==> config.mk <==
export PLATFORM = sky130hd
export DESIGN_NAME = count_monitor
export DESIGN_NICKNAME = d
export VERILOG_FILES = /design/src/rtl/count_mon_pkg.sv /design/src/rtl/count_monitor_sat_counter.sv /design/src/rtl/count_monitor.sv
export SDC_FILE = /design/constraint.sdc
export NUM_CORES = 1
export LEC_CHECK = 0
export CAP_MARGIN = 40
export CORE_ASPECT_RATIO = 0.9
export CORE_MARGIN = 2
export CORE_UTILIZATION = 51
export CTS_BUF_LIST = sky130_fd_sc_hd__clkbuf_16
export DETAILED_ROUTE_END_ITERATION = 12
export PLACE_DENSITY = 0.81
export REMOVE_ABC_BUFFERS = 1
export SLEW_MARGIN = 30
export SYNTH_ARGS = -nofsm -noshare
export SYNTH_HDL_FRONTEND = slang
export SYNTH_SLANG_ARGS = --single-unit
==> constraint.sdc <==
create_clock -name CLK -period 3.6 [get_ports CLK]
set_input_delay 0.72 -clock CLK [delete_from_list [all_inputs] [get_ports CLK]]
set_output_delay 0.72 -clock CLK [all_outputs]
set_load 0.01 [all_outputs]
==> src/rtl/count_mon_pkg.sv <==
// Shared types and helpers for the modulo-N counter monitor.
package count_mon_pkg;

  localparam int CNT_W = 4;

  typedef enum logic [1:0] {
    SYNC  = 2'd0,
    TRACK = 2'd1,
    FAULT = 2'd2
  } mon_state_t;

  // Value the counter must show one edge after it sampled (prev, en).
  function automatic logic [CNT_W-1:0] next_count(input logic [CNT_W-1:0] prev,
                                                  input logic en,
                                                  input int m);
    if (!en) return prev;
    if (int'(prev) == m - 1) return '0;
    return prev + CNT_W'(1);
  endfunction

endpackage

==> src/rtl/count_monitor_sat_counter.sv <==
// Saturating up-counter; holds at all-ones instead of rolling over.
module sat_counter #(
  parameter int W = 8
) (
  input  logic         CLK,
  input  logic         RSTn,
  input  logic         inc,
  output logic [W-1:0] q
);

  always_ff @(posedge CLK or negedge RSTn) begin
    if (!RSTn) begin
      q <= '0;
    end else if (inc && (q != '1)) begin
      q <= q + W'(1);
    end
  end

endmodule

==> src/rtl/count_monitor.sv <==
// Receive-side checker for a modulo-N enable counter: sticky error, lock and wrap count.
// Optional BAD_EXP/BAD_GOT capture of the first violation is enabled by COUNT_MON_CAPTURE_EN.
module count_monitor
  import count_mon_pkg::*;
#(
  parameter int modulo_contador = 10,
  parameter int WRAP_W          = 8
) (
  input  logic              CLK,
  input  logic              RSTn,
  input  logic              ENABLE,
  input  logic [CNT_W-1:0]  COUNT_IN,
  input  logic              CLR_ERR,
  output logic              ERROR,
  output logic              WRAP_PULSE,
  output logic [WRAP_W-1:0] WRAPS,
  output logic              LOCKED
`ifdef COUNT_MON_CAPTURE_EN
  ,
  output logic [CNT_W-1:0]  BAD_EXP,
  output logic [CNT_W-1:0]  BAD_GOT
`endif
);

  mon_state_t       state;
  mon_state_t       state_nxt;
  logic [CNT_W-1:0] prev;
  logic             en_d;
  logic [CNT_W-1:0] exp_val;
  logic             in_range;
  logic             violation;
  logic             wrap_hit;
  logic             wrap_pulse_q;

  assign exp_val   = next_count(prev, en_d, modulo_contador);
  assign in_range  = int'(COUNT_IN) < modulo_contador;
  assign violation = !in_range || (COUNT_IN != exp_val);

  always_comb begin
    state_nxt = state;
    wrap_hit  = 1'b0;
    case (state)
      SYNC:  state_nxt = in_range ? TRACK : FAULT;
      TRACK: begin
        if (violation) begin
          state_nxt = FAULT;
        end else begin
          state_nxt = TRACK;
          wrap_hit  = en_d && (int'(prev) == modulo_contador - 1) && (COUNT_IN == '0);
        end
      end
      FAULT:   state_nxt = FAULT;
      default: state_nxt = SYNC;
    endcase
    // A clear always wins: re-lock from scratch and ignore this edge's sample.
    if (CLR_ERR) begin
      state_nxt = SYNC;
      wrap_hit  = 1'b0;
    end
  end

  always_ff @(posedge CLK or negedge RSTn) begin
    if (!RSTn) begin
      state        <= SYNC;
      prev         <= '0;
      en_d         <= 1'b0;
      wrap_pulse_q <= 1'b0;
    end else begin
      state        <= state_nxt;
      prev         <= COUNT_IN;
      en_d         <= ENABLE;
      wrap_pulse_q <= wrap_hit;
    end
  end

  sat_counter #(.W(WRAP_W)) u_wraps (
    .CLK  (CLK),
    .RSTn (RSTn),
    .inc  (wrap_hit),
    .q    (WRAPS)
  );

`ifdef COUNT_MON_CAPTURE_EN
  always_ff @(posedge CLK or negedge RSTn) begin
    if (!RSTn) begin
      BAD_EXP <= '0;
      BAD_GOT <= '0;
    end else if (CLR_ERR) begin
      BAD_EXP <= '0;
      BAD_GOT <= '0;
    end else if ((state != FAULT) && (state_nxt == FAULT)) begin
      BAD_EXP <= exp_val;
      BAD_GOT <= COUNT_IN;
    end
  end
`endif

  assign ERROR      = (state == FAULT);
  assign LOCKED     = (state == TRACK);
  assign WRAP_PULSE = wrap_pulse_q;

endmodule
**Word level (Yosys, flattened, before mapping)**

Cells that the tools add are included.

- Register bits: 16
- Input bits: 8
- Logic and storage cells: 33

- Reductions and logical operators: 7
- Muxes and demuxes: 13
- Add/sub/neg operators: 2
- Equal/unequal tests: 5
- Order comparisons: 1

Operators with widths:

| operator | count |
|---|---|
| 4-bit two-way mux | 4 |
| 8-bit by 1-bit adder with 8-bit output, second input constant | 1 |
| 8-bit inequality test, second input constant | 1 |
| 2-bit two-way mux | 3 |
| 2-bit one-hot mux with 3 select lines | 1 |
| 1-bit two-way mux | 5 |
| 4-bit by 1-bit adder with 4-bit output, second input constant | 1 |
| 4-bit equality test, second input constant | 1 |
| 4-bit zero test | 1 |
| 4-bit < comparator, second input constant | 1 |
| 4-bit inequality test | 1 |
| 1-bit logical AND | 3 |
| 2-bit by 1-bit equality test with 1-bit output, second input constant | 1 |
| 2-bit equality test, second input constant | 1 |
| 2-bit zero test | 1 |
| 1-bit zero test | 1 |
| 1-bit logical OR | 1 |

**Longest topological paths before layout**

- Depth after elaboration: 11
- Mapped depth: 7
- Mapped depth without buffers: 6

**Hierarchy**

A second synthesis with hierarchy kept.

- Cells, all modules: 77
- Area, all modules: 839.6 um^2

Modules (own cells, without submodules):

| module | cells each | area an instance (um^2) | times used |
|---|---|---|---|
| count_monitor | 43 | 431.7 | 1 |
| sat_counter | 34 | 407.9 | 1 |

**Worst setup path after synthesis**

Ideal clock, no wire load.

- Kind: input -> register
- Start point: input COUNT_IN[3]
- End point: register u_wraps.q[1]
- Arrival: 1.777 ns
- Slack: 1.698 ns
- Stages: 5
- Required time: 3.475 ns
- Cells stage by stage: nor4b_1 -> and4b_2 -> and2_4 -> buf_6 -> mux2_2

- Word-level cells in the longest chain between the ends: 7

Ends and longest elaborated chain:

| element | line | RTL |
|---|---|---|
| from (decl) | count_monitor.sv:12 | `input logic [CNT_W-1:0] COUNT_IN,` |
| 4-bit < comparator | count_monitor.sv:36 | `assign in_range = int'(COUNT_IN) < modulo_contador;` |
| 1-bit zero test | count_monitor.sv:37 | `assign violation = !in_range \|\| (COUNT_IN != exp_val);` |
| 1-bit logical OR | count_monitor.sv:37 |  |
| 1-bit two-way mux * | count_monitor.sv:45 | `if (violation) begin` |
| 1-bit two-way mux * | count_monitor.sv:42 | `case (state)` |
| 1-bit two-way mux * | count_monitor.sv:56 | `if (CLR_ERR) begin` |
| via u_wraps.inc | count_monitor_sat_counter.sv:7 | `input logic inc,` |
| 1-bit logical AND * | count_monitor_sat_counter.sv:14 | `end else if (inc && (q != '1)) begin` |
| to (signal assigned) | count_monitor_sat_counter.sv:15 | `q <= q + W'(1);` |
| to (decl) | count_monitor_sat_counter.sv:8 | `output logic [W-1:0] q` |

Mark *: on every way through the listed nets, which the timed path passes. The rest lies on a longest branch.
A chain may end at the register's enable or synchronous reset.

**Worst setup path in the final report**

Same ends and word-level chain as after synthesis.

==> results.py <==
metrics = {
    "sta": {
        "slew_headroom": 0.537,
        "rsz0062_at_grt": "false",
        "setup-violations-final": 0,
        "fin_ws_ps": 1310,
        "hold_viol": 0,
        "slew_viol_final": 0,
        "max_freq_ghz": 0.436,
        "hold_slack_ps": 510,
        "worst_pin_slew_ps": 692,
        "period_needed_ps": 2290,
        "fin_crit_sh": 0.637,
        "fin_setup_tns_ps": 0,
        "clock_skew_ps": 1.88,
    },
    "yosys": {
        "async_reset_ff_frac": 1.00,
        "yosys_warnings": 0,
        "synthTopCellsByArea": "dfrtp_1, xnor2_1, o21ai_0, xor2_1, nor2b_1",
        "syn_avg_cell_area_um2": 10.8,
        "synth_largest_area_cell": "dfrtp_1",
        "syn_inst": 75,
        "synth_edf_count": 0,
        "synth_most_common_cell": "dfrtp_1",
        "yosysUniqueCellTypes": 30,
        "synth_seq_cells": 16,
        "syn-cell-area_um2": 808,
        "synth_seq_area_share": 0.495,
        "yosysTopAreaCellShare": 0.495,
        "synth_common_cells": "dfrtp_1, o21ai_0, xnor2_1",
        "synth-main-ff-cell": "dfrtp_1",
    },
    "final_layout": {
        "layout-drive-gt1-share": 0.0729,
        "area_growth_pct": 33.0,
        "fin_nets": 106,
        "antennaDiodeCount": 0,
        "final_cells": 111,
    },
    "pwr": {
        "power_density_nw_per_um2": 423,
        "power_leakage_nw": 0.468,
        "total_power_mw": 0.454,
        "vdd_drop_max_mv": 0.378,
    },
    "drt": {
        "routed_wl_mm": 1.67,
        "via_per_inst": 5.78,
        "detail-route-antenna-nets": 0,
        "drt_iter0_drc": 3,
        "wire_per_inst_um": 15.0,
        "drc": 0,
        "drt_first_pass_iters": 4,
        "vias": 642,
    },
    "die": {
        "core_area_um2": 1460,
        "die_x_um": 46.0,
        "die_h_um": 41.8,
        "start_util": 0.552,
        "num_rows": 13,
        "io_pins": 19,
        "die-area_um2": 1920,
    },
    "critical_path": {
        "start_kind": "primary input",
        "cpMaxStageDelayCell": "clkdlybuf4s50_1",
        "cp_max_fo": 7,
        "worst-setup-path-type": "in2reg",
        "crit_buf_inv": 1,
        "critPathMaxStageDelay_ps": 490,
        "cp-end-kind": "register",
        "crit_family": "simple AND/OR/NAND/NOR gates",
        "worstPathCellList": "clkdlybuf4s50_1 > nor4b_1 > and4b_2 > and2_4 > mux2_2",
        "critPathArrivalTime_ps": 2430,
        "cp_data_required_time_ps": 3730,
    },
    "global_route": {
        "antenna_found_initial": 0,
        "grt_pass1_wl_mm": 2.97,
        "grt.overflow.total": 0,
        "first_global_vias": 632,
        "grt_usage": 0.212,
        "grt_max_degree": 17,
    },
    "clock_network": {
        "cts_buffers": 3,
        "cts-htree-levels": 1,
        "root_buffer": "clkbuf_16",
        "clk_pin_slew_worst_paths_ps": 50,
        "cts_resized": 0,
        "cts_buffer_depth": 2,
        "clk_latency_ps": 250,
        "cts_hold_buf": 0,
        "post_cts_buffers": 0,
        "clock-sinks": 16,
        "cts_tree": "done",
    },
    "placed_design": {
        "gp_congestion": 0.805,
        "hpwl_mm": 1.15,
        "dp.cells": 107,
        "pre_cts_slack_ps": 1130,
        "portBuffers": 18,
    },
    "outcome": {
        "status": "completed",
    },
    "job": {
        "cap_violations": 0,
    },
    "worst_hold_path": {
        "min_path_type": "reg2reg",
    },
}
-- cell families (layout without fill, tap and decap cells) --
group,after synthesis,count (layout),synth area share
buffers and inverters,2,23,0.0186
DFF,16,16,0.495
adders and majority gates,1,1,0.0155
AOI/OAI and AO/OA,15,15,0.113
muxes,1,1,0.0139
xor gates and xnor gates,10,10,0.108
and+or+nand+nor,30,30,0.235
-- sequential cells by signal, summed over array words and instances, names as in the netlist --
register    cells
WRAP_PULSE      1
en_d            1
prev            4
state           2
u_wraps.q       8
-- path summary, 6_finish.rpt --
| kind | slack [ps] | start | endpoint | cells past startpoint |
|---|---|---|---|---|
| max | 1310 | COUNT_IN[3] | u_wraps.q[1] | 5 |
| min | 510 | u_wraps.q[2] | u_wraps.q[2] | 1 |
| max reg2reg | 1840 | prev[1] | u_wraps.q[1] | 4 |
| min reg2reg | 510 | u_wraps.q[2] | u_wraps.q[2] | 1 |
| max in group asynchronous | 2270 | RSTn | u_wraps.q[3] | 1 |
| min in group asynchronous | 890 | RSTn | state[0] | 1 |
-- metrics by stage --
step / cell area [µm²] / util
2_1_floorplan: 797 / -
3_3_place_gp: 996 / 0.680
3_5_place_dp: 996 / 0.680
4_1_cts: 1070 / 0.734
5_1_grt: 1070 / 0.734
6_report: 1070 / 0.734
-- placed cells by master, fill, tap and decap left out, drive strengths merged --
master	count
a211oi	1
a21boi	1
a21oi	2
and2	1
and2b	1
and3	3
and3b	1
and4b	2
clkbuf	3
clkdlybuf4s50	18
clkinv	1
dfrtp	16
ha	1
inv	1
mux2	1
nand2	4
nand3	1
nand4	3
nor2	2
nor2b	4
nor3	3
nor3b	1
nor4	1
nor4b	1
o21a	3
o21ai	7
o221ai	1
or2b	1
or4	1
xnor2	6
xor2	4
-- report_power, final --
part           internal (mW)  switching, mW
clock network          0.147         0.0682
registers              0.186        0.00809
logic                 0.0246         0.0202
-- routing by layer --
layer  share of wire  vias to the layer above  GRT usage
met5               0                        -          0
met4           0.044                        0      0.103
met3           0.046                        8     0.0522
met2            0.48                       19      0.300
met1            0.43                      298      0.299
li1                -                      317          -
-- final cells by class --
type | count | area (µm²)
clock buffer | 3 | 75.1
clock inverter | 1 | 3.75
fill | 105 | 389
inverter | 1 | 3.75
multi-input combinational | 57 | 393
sequential | 16 | 400
tap | 15 | 18.8
timing repair buffer | 18 | 180
Power figures use the tool's default switching activity.
